--- src/rtl/program_load_ingest.sv ---
// program_load_ingest: splits 512-bit program-load beats into byte-masked 32-bit RAM writes (define PROGRAM_LOAD_CHECKSUM_EN for load_checksum)
module program_load_ingest #(
    parameter int DATA_WIDTH = 512,
    parameter int WORD_WIDTH = 32,
    parameter int ADDR_WIDTH = 15
) (
    input  logic                    axi4_mm_clk,
    input  logic                    axi4_mm_rst_n,
    input  logic                    program_load_en,
    input  logic                    program_load_aw_valid,
    output logic                    program_load_aw_ready,
    input  logic [ADDR_WIDTH-1:0]   program_load_aw_payload_addr,
    input  logic                    program_load_w_valid,
    output logic                    program_load_w_ready,
    input  logic [DATA_WIDTH-1:0]   program_load_w_payload_data,
    input  logic [DATA_WIDTH/8-1:0] program_load_w_payload_strb,
    output logic                    ram_we,
    input  logic                    ram_ready,
    output logic [ADDR_WIDTH-3:0]   ram_addr,
    output logic [WORD_WIDTH-1:0]   ram_wdata,
    output logic [WORD_WIDTH/8-1:0] ram_wmask,
    output logic                    load_busy,
    output logic                    load_err,
    output logic [15:0]             load_beats,
    output logic [31:0]             load_checksum
);
    localparam int NW  = DATA_WIDTH / WORD_WIDTH;
    localparam int IW  = $clog2(NW);
    localparam int WB  = WORD_WIDTH / 8;
    localparam int OFF = $clog2(DATA_WIDTH / 8);

    typedef enum logic {IDLE, SPLIT} state_t;

    state_t                  state_q, state_d;
    logic [IW-1:0]           idx_q, idx_d;
    logic [DATA_WIDTH-1:0]   data_q, data_d;
    logic [DATA_WIDTH/8-1:0] strb_q, strb_d;
    logic [ADDR_WIDTH-OFF-1:0] base_q, base_d;
    logic                    err_q, err_d;
    logic [15:0]             beats_q, beats_d;

    // Handshake, word selection and the IDLE/SPLIT walk; the word address is the beat base with the word index appended, so it wraps naturally
    always_comb begin
        state_d = state_q;
        idx_d   = idx_q;
        data_d  = data_q;
        strb_d  = strb_q;
        base_d  = base_q;
        err_d   = err_q;
        beats_d = beats_q;
        program_load_aw_ready = (state_q == IDLE) && program_load_en && program_load_w_valid;
        program_load_w_ready  = (state_q == IDLE) && program_load_en && program_load_aw_valid;
        ram_addr  = {base_q, idx_q};
        ram_wdata = data_q[idx_q*WORD_WIDTH +: WORD_WIDTH];
        ram_wmask = strb_q[idx_q*WB +: WB];
        ram_we    = (state_q == SPLIT) && program_load_en && (ram_wmask != '0);
        if (program_load_aw_ready && program_load_aw_valid) begin
            state_d = SPLIT;
            idx_d   = '0;
            data_d  = program_load_w_payload_data;
            strb_d  = program_load_w_payload_strb;
            base_d  = program_load_aw_payload_addr[ADDR_WIDTH-1:OFF];
            err_d   = err_q || (program_load_aw_payload_addr[OFF-1:0] != '0);
        end else if (state_q == SPLIT) begin
            if (!program_load_en) begin
                state_d = IDLE;
            end else if (!ram_we || ram_ready) begin
                idx_d = idx_q + 1'b1;
                if (idx_q == IW'(NW - 1)) begin
                    state_d = IDLE;
                    beats_d = (beats_q == 16'hFFFF) ? beats_q : beats_q + 16'd1;
                end
            end
        end
    end

    // Beat capture, walk position and status registers
    always_ff @(posedge axi4_mm_clk or negedge axi4_mm_rst_n) begin
        if (!axi4_mm_rst_n) begin
            state_q <= IDLE;
            idx_q   <= '0;
            data_q  <= '0;
            strb_q  <= '0;
            base_q  <= '0;
            err_q   <= 1'b0;
            beats_q <= '0;
        end else begin
            state_q <= state_d;
            idx_q   <= idx_d;
            data_q  <= data_d;
            strb_q  <= strb_d;
            base_q  <= base_d;
            err_q   <= err_d;
            beats_q <= beats_d;
        end
    end

    assign load_busy  = (state_q == SPLIT);
    assign load_err   = err_q;
    assign load_beats = beats_q;

`ifdef PROGRAM_LOAD_CHECKSUM_EN
    logic [31:0]           chk_q, chk_d;
    logic [WORD_WIDTH-1:0] mask_bits;

    // Add each written word, with unstrobed bytes zeroed, into a wrapping sum
    always_comb begin
        mask_bits = '0;
        for (int b = 0; b < WB; b++) mask_bits[b*8 +: 8] = {8{ram_wmask[b]}};
        chk_d = (ram_we && ram_ready) ? chk_q + 32'(ram_wdata & mask_bits) : chk_q;
    end

    // Checksum register, cleared only by reset
    always_ff @(posedge axi4_mm_clk or negedge axi4_mm_rst_n) begin
        if (!axi4_mm_rst_n) chk_q <= '0;
        else chk_q <= chk_d;
    end

    assign load_checksum = chk_q;
`else
    assign load_checksum = '0;
`endif
endmodule

--- config.mk ---
export PLATFORM = sky130hd
export DESIGN_NAME = program_load_ingest
export DESIGN_NICKNAME = d
export VERILOG_FILES = /design/src/rtl/program_load_ingest.sv
export SDC_FILE = /design/constraint.sdc
export NUM_CORES = 1
export LEC_CHECK = 0
export BUFFER_PORTS_ARGS = -buffer_cell sky130_fd_sc_hd__buf_4
export CORE_AREA = 5 5 267 269
export DETAILED_ROUTE_END_ITERATION = 6
export DIE_AREA = 0 0 272 274
export PLACE_DENSITY = 0.65
export REMOVE_ABC_BUFFERS = 1
export SYNTH_ARGS = -nofsm -noshare
export SYNTH_HDL_FRONTEND = slang
export SYNTH_SLANG_ARGS = --single-unit
--- constraint.sdc ---
create_clock -name axi4_mm_clk -period 2.65 [get_ports axi4_mm_clk]
set_input_delay 0.265 -clock axi4_mm_clk [delete_from_list [all_inputs] [get_ports axi4_mm_clk]]
set_output_delay 0.265 -clock axi4_mm_clk [all_outputs]
set_load 0.02 [all_outputs]
Word level (Yosys, flattened, before mapping) --
Cells that the tools add are included.
Cells by class: bitwise logic cells 3, $add $sub $neg 2, mux-type cells 9, shifts and indexed selects 2, reductions and logical operators 16, equal/unequal tests 2
Operators by type and width (number):
- 512-bit by 10-bit indexed part select with 32-bit output | 1
- 64-bit by 7-bit indexed part select with 4-bit output | 1
- 16-bit by 1-bit adder with 16-bit output (second input constant) | 1
- 16-bit == test (second input constant) | 1
- 4-bit two-way mux | 4
- 1-bit logical AND | 6
- 6-bit AND reduction | 1
- 2-bit nonzero test | 3
- 6-bit nonzero test | 1
- 1-bit two-way mux | 5
- 4-bit by 1-bit adder with 4-bit output (second input constant) | 1
- 4-bit == test (second input constant) | 1
- 4-bit nonzero test | 1
- 1-bit NOT | 3
- 3-bit AND reduction | 1
- 1-bit logical OR | 2
- 1-bit logical NOT | 1
Word-level totals: input port bits 597, bits in registers 607, word-level logic and storage cells 41

Logic depth before layout (Yosys ltp) --
depth in word-level cells 9, depth in mapped cells 8, mapped depth without buffers 6

Worst setup path after synthesis --
Ideal clock, no wire load.
path type reg2out, from register idx_q[0], to output ram_wdata[14], data arrival time 2.642 ns, slack -0.257 ns, required time 2.385 ns, stages on the path, launching flop included 6, cells stage by stage dfrtp_1 buf_2 clkbuf_1 buf_1 mux4_2 mux4_2
On the way: cells in the longest elaborated chain, start to end 1
RTL lines:
- start, declared | RTL line 35 | logic [IW-1:0] idx_q, idx_d;
- start signal, assigned | RTL line 89 | idx_q <= idx_d;
- 512-bit by 10-bit indexed part select with 32-bit output | RTL line 54 | ram_wdata = data_q[idx_q*WORD_WIDTH +: WORD_WIDTH];
- end, declared | RTL line 20 | output logic [WORD_WIDTH-1:0] ram_wdata,
Every way passes these cells.

Final worst setup path --
from register idx_q[0], to output ram_wdata[4]
Same word-level chain as after synthesis.

==> run summary <==
STATUS
-------------------------------------------------------------------------------------
Status                                                                   finished, violations left
Violated checks                                                          setup timing

CLOCK TREE
-------------------------------------------------------------------------------------
Longest Clk Path Bufs                                                               3
CTS tree                                                                         done
Clock-pin slew on the worst setup and hold paths                              0.06 ns
CTS sink cnt                                                                      607
Number of buffers created by CTS                                                   67
Root buf cell                                                            sky130_fd_sc_hd__clkbuf_16
Latest clock arrival within the worst-skew pair                               0.61 ns
H-tree lvl count                                                                    3

YOSYS
-------------------------------------------------------------------------------------
Netlist cell types                                                                 39
Portion of the post-synthesis area used by sequential elements                  55.5%
Most used DFF post-synth                                                 sky130_fd_sc_hd__dfrtp_1
Fraction of registers with async set or reset after synthesis                    100%
Warnings from Yosys                                                                 0
Post-synthesis instance area                                                27400 um2
Total of flip-flops plus latches after synthesis                                  607
Synthesized instance count                                                       2855
Number of enable flip-flop cells after synthesis                                    0
Average size of a mapped cell                                                9.59 um2

PWR
-------------------------------------------------------------------------------------
Max rail drop VDD                                                          0.000519 V
Leak Pwr                                                                      21.6 nW
Ratio of total power to cell area                                          766 nW/um2
Power, Total                                                                  32.7 mW

GRT
-------------------------------------------------------------------------------------
First-pass GRT wire length                                                  159000 um
Pin count of the biggest net entering global routing                              106
Congestion Overflow GR                                                              0
Global router's overall resource usage                                          27.1%
Antenna violations before repair                                                   18
Vias in the first global route                                                  28285

FINAL LAYOUT
-------------------------------------------------------------------------------------
Synth-to-layout area growth                                                     56.1%
Total number of nets in the final design                                         4717
Share of layout cells above drive strength 1                                    26.0%
Most frequent standard cell in the layout excluding fill and tap cells   sky130_fd_sc_hd__nand2_1
Post-route core utilization                                                     62.5%
Final standard cell count with taps included and fillers excluded                5074
Commonest cells after routing, fill and taps aside                       sky130_fd_sc_hd__nand2_1, sky130_fd_sc_hd__buf_4, sky130_fd_sc_hd__dfrtp_1

PLACE
-------------------------------------------------------------------------------------
Detailed-placement wirelength estimate                                       63900 um
Placer's final routability congestion estimate                                  0.896
Placed cell count                                                                4309
Number of buffer cells added on primary ports                                     666
Worst slack at placement                                                   0.00754 ns

STA
-------------------------------------------------------------------------------------
Final worst slack                                                           -0.391 ns
Final Max Slew Viols                                                                0
RSZ-0062 raised after global routing                                             true
Maximum frequency from static timing analysis                               0.329 GHz
Share of the clock period used by the worst path after layout                    115%
Final setup skew                                                            0.0253 ns
Tightest Pin Transition                                                      0.566 ns
Setup-failing EPs final                                                            57
Hold violation total from the final report                                          0
Minimum period implied by the final worst setup slack                         3.04 ns
Max-Slew Margin vs Limit                                                        62.2%
WHS                                                                        0.00863 ns

SETUP PATH
-------------------------------------------------------------------------------------
Highest-delay cell along the critical path                               sky130_fd_sc_hd__mux4_2
Worst flop-to-flop path startpoint                                           idx_q[0]
Type of the worst setup path                                             flop to output port
Arr. time, crit path                                                          2.78 ns
Largest delay share family, worst path                                   multiplexers
Cell-by-cell listing of the critical path                                buf_12, buf_16, buf_6, mux4_2, mux4_2, buf_6
Worst stage delay on the critical path                                        0.57 ns
Maximum fanout count along the critical path                                       10
Startpoint Class                                                                 flop
Endpoint of the lowest-slack register-to-register path                   load_beats[1]
R2R Setup Slk                                                                -0.22 ns
Crit path capture type                                                    output port
Cell count of the worst reg-to-reg path                                            11
Worst endpoint required time                                                  2.38 ns
WP buf/inv                                                                          4

JOB
-------------------------------------------------------------------------------------
Max-cap violations                                                                  0

DRT
-------------------------------------------------------------------------------------
Violation count after the first detailed-route iteration                         2157
Via density per instance                                                         5.17
Residual DRC count                                                                  0
First-pass DRT Iterations                                                           5
Wire length per cell after detailed routing                                   20.4 um
Final wirelength                                                            103000 um
Number of routed nets with antenna violations                                       0
Vias                                                                            26223

MIN PATH
-------------------------------------------------------------------------------------
Min-delay src                                                            program_load_w_payload_data[68]
Hold-critical path endpoint                                                data_q[68]
Cell count of the worst hold path                                                   3
Class of the tightest hold or removal check                              primary input to flop

FLOORPLAN
-------------------------------------------------------------------------------------
Horizontal die dimension                                                       272 um
Area of the core region                                                     68300 um2
Floorplan row count                                                                96
Die span in y                                                                  274 um
Count of boundary I/O pins                                                        699
Die outline area                                                            74500 um2
Starting density of the core                                                    40.0%

==> stage by stage <==
step,TNS [ns],cell area (um2)
3_5_place_dp,0,33700
3_3_place_gp,0,33700
4_1_cts,-14.35,42600
6_report,-12.13,42700
5_1_grt,-17.00,42700
2_1_floorplan,-5034.26,26600
==> cells by family (layout without fill, tap and decap cells) <==
family / Yosys count / in the layout / synth area share (%)
muxes: 180 / 180 / 14.6
buffers and inverters: 209 / 1495 / 3.39
AOI/OAI and AO/OA: 13 / 13 / 0.375
xor gates and xnor gates: 15 / 15 / 0.480
DFF: 607 / 607 / 55.5
adders and majority gates: 2 / 2 / 0.0914
and+or+nand+nor: 1828 / 1828 / 25.5
other: 1 / 52 / 0.0137
==> layer usage <==
layer  routed length (um)  up-vias  track usage (%)
met5                   25        -                0
met4                 7060        4             16.2
met3                 7100      430             5.01
met2                50100     1360             44.6
met1                39000    12797             33.5
li1                     -    11632                -
==> report_power, final <==
| group | internal, mW | switching, mW |
|---|---|---|
| Sequential | 11.1 | 1.14 |
| Combinational | 6.00 | 4.72 |
| Clock | 5.81 | 4.01 |
| Total | 22.9 | 9.87 |
==> how the worst max path moves through the flow <==
| stage | end | start | depth (start not counted) | slack (ns) |
|---|---|---|---|---|
| CTS | ram_wdata[25] | idx_q[0] | 6 | -0.41 |
| detailed placement | load_beats[1] | idx_q[0] | 8 | 0.008 |
| global route | ram_we | idx_q[0] | 9 | -0.47 |
| finish | ram_wdata[4] | idx_q[0] | 6 | -0.39 |
| floorplan | idx_q[2] | load_busy | 3 | -8.47 |
| global placement | load_beats[1] | idx_q[0] | 9 | 0.05 |
==> worst min-delay path: cells and delay by family <==
kind                   cells  cell delay (ns)
and+or+nand+nor            2             0.17
buffers and inverters      1             0.13
==> sequential cells by signal, indices dropped and copies added (netlist names) <==
register    cells
load_err        1
idx_q           4
load_beats     16
base_q          9
data_q        512
strb_q         64
load_busy       1
==> cell usage after synthesis (all sizes together) (3+ instances only) <==
cell type | count | share of area (%)
nand2 | 1771 | 24
clkbuf | 149 | 2.0
nand3 | 17 | 0.33
nor3 | 5 | 0.091
and3 | 9 | 0.21
a22oi | 4 | 0.13
dfrtp | 607 | 56
buf | 58 | 1.3
xnor2 | 15 | 0.48
mux4 | 176 | 14
nor2 | 6 | 0.082
nor2b | 3 | 0.069
nand4 | 9 | 0.21
mux2i | 3 | 0.11
==> final cells by class <==
cell class	instances	area [um2]
Inverter	2	7.51
Fill cell	5046	25600
Clock inverter	26	362
Timing Repair Buffer	1370	12600
Multi-Input combinational cell	2070	11400
Tap cell	882	1100
Sequential cell	607	15200
Antenna cell	20	50.0
Clock buffer	97	1960
==> what timing repair did <==
action                                  CTS  global route
resized for setup                        65            12
setup buffers                            22             5
cloned                                    8             3
hold endpoints to repair                627             0
endpoints found under the setup margin   36            58
hold buffers                            588             0
pin swaps                                11            11
Power figures use the tool's default switching activity.
